`config.mk`:
```
export PLATFORM = sky130hd
export DESIGN_NAME = fetch_ctrl
export DESIGN_NICKNAME = d
export VERILOG_FILES = /design/src/rtl/fetch_ctrl.sv
export SDC_FILE = /design/constraint.sdc
export NUM_CORES = 1
export LEC_CHECK = 0
export CAP_MARGIN = 10
export CELL_PAD_IN_SITES_DETAIL_PLACEMENT = 0
export CELL_PAD_IN_SITES_GLOBAL_PLACEMENT = 2
export CORE_MARGIN = 2
export CORE_UTILIZATION = 21
export DETAILED_ROUTE_END_ITERATION = 7
export PLACE_DENSITY_LB_ADDON = 0.1
export RECOVER_POWER = 50
export SLEW_MARGIN = 20
export SYNTH_ARGS = -nofsm -noshare
export SYNTH_HDL_FRONTEND = slang
export SYNTH_SLANG_ARGS = --single-unit
```
`constraint.sdc`:
```
create_clock -name clk -period 2.21 [get_ports clk]
set_input_delay 0.3315 -clock clk [delete_from_list [all_inputs] [get_ports clk]]
set_output_delay 0.3315 -clock clk [all_outputs]
set_load 0.005 [all_outputs]
```
`src/rtl/fetch_ctrl.sv`:
```
// rtl/fetch_ctrl.sv - instruction-fetch sequencer driving the PC register and a req/gnt/rvalid imem port
module fetch_ctrl #(
  parameter int              XLEN     = 32,
  parameter logic [XLEN-1:0] RESET_PC = '0
) (
  input  logic            clk,
  input  logic            rst,
  input  logic [XLEN-1:0] pc,
  output logic            pc_en,
  output logic [XLEN-1:0] npc,
  output logic            imem_req,
  output logic [XLEN-1:0] imem_addr,
  input  logic            imem_gnt,
  input  logic            imem_rvalid,
  input  logic [31:0]     imem_rdata,
  output logic            inst_valid,
  output logic [31:0]     inst,
  output logic [XLEN-1:0] inst_pc,
  input  logic            id_ready,
  input  logic            br_taken,
  input  logic [XLEN-1:0] br_target,
  input  logic            trap,
  input  logic [XLEN-1:0] trap_vec,
  output logic [31:0]     fetch_cnt
);

  typedef enum logic [1:0] {BOOT, REQ, WAIT, HOLD} state_t;

  state_t          state, state_nx;
  logic            kill, kill_nx;
  logic            redirect, accept, capture;
  logic [XLEN-1:0] target;

  assign imem_addr = pc;

  always_comb begin
    redirect    = (trap | br_taken) && (state != BOOT);
    target      = trap ? trap_vec : br_target;
    target[1:0] = 2'b00;
    accept      = (state == HOLD) && inst_valid && id_ready;
    capture     = (state == WAIT) && imem_rvalid && !kill && !redirect;
    state_nx    = state;
    kill_nx     = kill;
    pc_en       = 1'b0;
    npc         = pc + XLEN'(4);
    imem_req    = (state == REQ);
    case (state)
      BOOT: begin
        pc_en    = 1'b1;
        npc      = RESET_PC;
        state_nx = REQ;
      end
      REQ:  if (imem_gnt) state_nx = WAIT;
      WAIT: if (imem_rvalid) begin
        kill_nx  = 1'b0;
        state_nx = kill ? REQ : HOLD;
      end
      HOLD: if (accept) begin
        pc_en    = 1'b1;
        state_nx = REQ;
      end
      default: state_nx = BOOT;
    endcase
    // A response arriving alongside the redirect is the stale one; drop it instead of waiting for another
    if (redirect) begin
      pc_en = 1'b1;
      npc   = target;
      if (((state == WAIT) && !imem_rvalid) || ((state == REQ) && imem_gnt)) begin
        kill_nx  = 1'b1;
        state_nx = WAIT;
      end else begin
        kill_nx  = 1'b0;
        state_nx = REQ;
      end
    end
    if (!rst) begin
      pc_en = 1'b0;
      npc   = RESET_PC;
    end
  end

  always_ff @(posedge clk or negedge rst) begin
    if (!rst) begin
      state      <= BOOT;
      kill       <= 1'b0;
      inst_valid <= 1'b0;
      inst       <= '0;
      inst_pc    <= '0;
      fetch_cnt  <= '0;
    end else begin
      state <= state_nx;
      kill  <= kill_nx;
      if (accept) fetch_cnt <= fetch_cnt + 32'd1;
      if (redirect || accept) inst_valid <= 1'b0;
      else if (capture)       inst_valid <= 1'b1;
      if (capture) begin
        inst    <= imem_rdata;
        inst_pc <= pc;
      end
    end
  end

endmodule
```
==> metrics.md <==
| Metric | Value |
|---|---|
| Run status | complete, but fails checks |
| Violated checks | negative setup slack |
| Count of vias placed by the detailed router | ~5600 |
| Overall die area | around 28000 um2 |
| Cell types with the largest area share after synthesis | dfrtp_1, mux2_2, mux2i_1 |
| Post-synthesis sequential element count | 100 |
| TritonCTS Sinks | 100 |
| Final global-route overflow total | 0 |
| Min Tclk post-route | about 2700 ps |
| Critical-path cell list | inv_2 > ha_4 > or4b_4 > buf_8 > or4_1 > o211ai_1 > buf_2 |
| Maximum clock insertion buffer count | 2 |
| Clock-pin slew reported for the worst setup and hold paths after clock tree synthesis | around 80 ps |
| Number of flops mapped to enable cells by yosys | 0 |
| Number of vias per cell | approximately 4.5 |
| Final design utilization | 38.1% |
| H-tree depth | 3 |
| Hold slack | approximately 140 ps |
| Post-synth net total | 659 |
| Number of routed nets with antenna violations | 0 |
| Via count of the first global-routing pass | slightly below 6000 |
| Number of I/O pins | about 300 |
| Critical Path Start Type | register |
| Average cell area after synthesis | 11.0 um2 |
| Number of standard cells after synthesis | 517 |
| Count of endpoints failing hold in the final timing report | 0 |
| Final Routed Wirelength | approximately 23000 um |
| RSZ-0062 raised after global routing | true |
| Sum of met2 wire segment lengths after detailed routing | between 10000 and 15000 um |
| DIE WIDTH | 169 um |
| P per Cell Area | between 700 and 800 nW/um2 |
| Global-route wire length before repair | ~35000 um |
| Sum of routed wire segments on met1 | 9620 um |
| Port Buffers | ~300 |
| Hold-fix buffers, CTS | 0 |
| Starting density of the core | 21.3% |
| Half-perimeter wire length after detailed placement | 17100 um |
| Iteration-0 DRC Markers | 213 |
| Most used DFF post-synth | dfrtp_1 |
| Worst setup slack before clock tree synthesis | -866 ps |
| Leakage | approximately 4.4 nW |
| Syn. warnings | 0 |
| Number of unique standard cell types used by synthesis | between 40 and 50 |
| Max rail drop VDD | ~480 uV |
| Ys async rst share | 100% |
| Critical path startpoint | state[1] |
| Total routing usage reported by global routing | around 16% |
| Post-DR wirelength/cell | between 15 and 20 um |
| Crit path arrival time | approximately 2400 ps |
| Endpoint of the most critical register-to-register path | inst[28] |
| Worst setup margin | -490 ps |
| Delay of the slowest cell on the worst path | 510 ps |
| Actual transition at the worst max-transition pin | 663 ps |
| Highest clock rate | approximately 370 MHz |
| Worst R2R Setup Slack | -70 ps |
| Final count of negative-setup-slack endpoints | 95 |
| Global placer's final weighted congestion | 0.808 |
| Largest area contributor in the synthesized netlist | dfrtp_1 |
| Setup total negative slack | -11410 ps |
| Min-Delay Path Class | in2async |
| Met3 routed wirelength | around 1900 um |
| Mapped cell area | approximately 5700 um2 |
| Final Net Count | approximately 1000 |
| Maximum number of pins on one net before global-route repair | 108 |
| Initial antenna violation count | 6 |
| Share of post-route cells with drive strength above 1 | 30.5% |
| Count of TritonRoute iterations in the first routing pass | 4 |
| DRC violations left | 0 |
| Final Slew Violations | 0 |
| Critical register-to-register path startpoint | state[1] |
| Number of maximum-capacitance constraint violations | 0 |
| Required time of the critical path | approximately 1900 ps |
| Most common cell in the netlist | dfrtp_1 |
| Clock tree skew after final layout | 13.2 ps |
| Placement row count | 60 |
| Top sig layer | met5 |
| TritonCTS clock tree | yes |
| Layout overhead on the synthesized area | 79.2% |
| Kind of critical path | reg2out |
| Worst-Skew Late Latency | approximately 360 ps |
| Max FO, Critical Path | 8 |
| Max-slew headroom at the worst pin | a little under three fifths |
| Core ar. | roughly 27000 um2 |
| Worst-path cell with the longest stage delay | or4b_4 |
| Worst r2r path cells | 11 |
| Chip Height | approximately 170 um |
| Most instantiated cells after synthesis | dfrtp_1, mux2_2, buf_4, xnor2_1, mux2i_1 |
| Crit path capture type | primary output |
| Share of the synthesized area in the top cell type | a little over two fifths |
| Number of buffers created by CTS | 9 |
| Register area share after synthesis | around 44% |
| Buffer cell driving the clock tree root | clkbuf_16 |
| Portion of the clock cycle consumed by the worst path in the final layout | 122% |
-- layout by cell type, fill, tap and decap left out, types with 9 or more instances in the layout --
cell,instances
mux2i_1,30
dfrtp_1,100
clkbuf_16,11
buf_2,32
nand4_1,20
clkdlybuf4s50_1,216
o211ai_1,23
dlygate4sd2_1,18
and3_1,10
dlygate4sd3_1,21
nor2_1,12
buf_4,77
buf_6,26
mux2_2,65
clkbuf_1,12
or4_1,9
xnor2_1,31
nand2_1,20
nand3_1,24
-- critical path: cells and delay by family (launching register included) --
kind                       cells  cell delay [ps]
DFF                            1              370
AOI/OAI and AO/OA              1              110
adders and majority gates      1              160
and+or+nand+nor                2             1010
buffers and inverters          3              370
-- cell type report --
| class | count | area, um2 |
|---|---|---|
| clock buffer | 10 | 229 |
| inverter | 6 | 22.5 |
| fill | 2681 | 16600 |
| sequential | 100 | 2500 |
| clock inverter | 6 | 65.1 |
| timing repair buffer | 417 | 3920 |
| multi-input combinational | 355 | 3040 |
| antenna | 4 | 10.0 |
| tap | 341 | 427 |
-- sequential cells by signal, summed over array words and instances, names as in the netlist --
register / flops
fetch_cnt: 32
inst: 32
inst_pc: 32
inst_valid: 1
kill: 1
state: 2
-- how the worst max path moves through the flow --
stage / depth (start not counted) / end
final: 7 / npc[15]
after global routing: 8 / npc[29]
after CTS: 7 / npc[15]
after detailed placement: 8 / npc[23]
after global placement: 8 / npc[23]
after floorplan: 7 / npc[22]
-- cell families (layout without fill, tap and decap cells) --
group / count (synthesis) / count (layout) / share of synthesized area (%)
adder cells (fa/ha/maj): 7 / 7 / 1.54
XOR/XNOR: 39 / 39 / 5.99
buffers and inverters: 63 / 439 / 6.83
multiplexers: 95 / 95 / 18.1
other: 0 / 4 / 0
AO/OA/AOI/OAI: 62 / 62 / 8.06
flip-flops: 100 / 100 / 43.9
AND/OR/NAND/NOR: 151 / 152 / 15.6
-- where the power goes --
part	switching (W)	internal (W)	total (W)	leakage, nW
Clock	0.000819	0.000803	0.00162	0.144
Sequential	0.000273	0.00233	0.00260	1.31
Combinational	0.00120	0.00213	0.00333	2.90
Total	0.00229	0.00527	0.00756	4.35
-- metal layers --
layer	vias to the layer above	GRT usage, %
met5	-	0
met4	4	5.92
met3	30	5.35
met2	204	27.1
met1	2711	19.6
li1	2645	-
-- through the flow --
stage / cell area [um2] / total power (W) / std cells
after floorplan: 5700 / 0.00363 / 517
after global placement: 9450 / 0.00572 / 1180
after detailed placement: 9450 / 0.00576 / 1180
after CTS: 10100 / 0.00768 / 1227
after global routing: 10200 / 0.00803 / 1239
final: 10200 / 0.00756 / 1239
-- timing repair --
action                                 CTS  global route
gates cloned                             4             2
endpoints found under the hold margin    0             0
setup buffers                           29             7
setup endpoints to repair               33            98
resized for setup                      233            14
pin swaps                               37            10
Note: power is estimated with default switching activity, not from simulation.
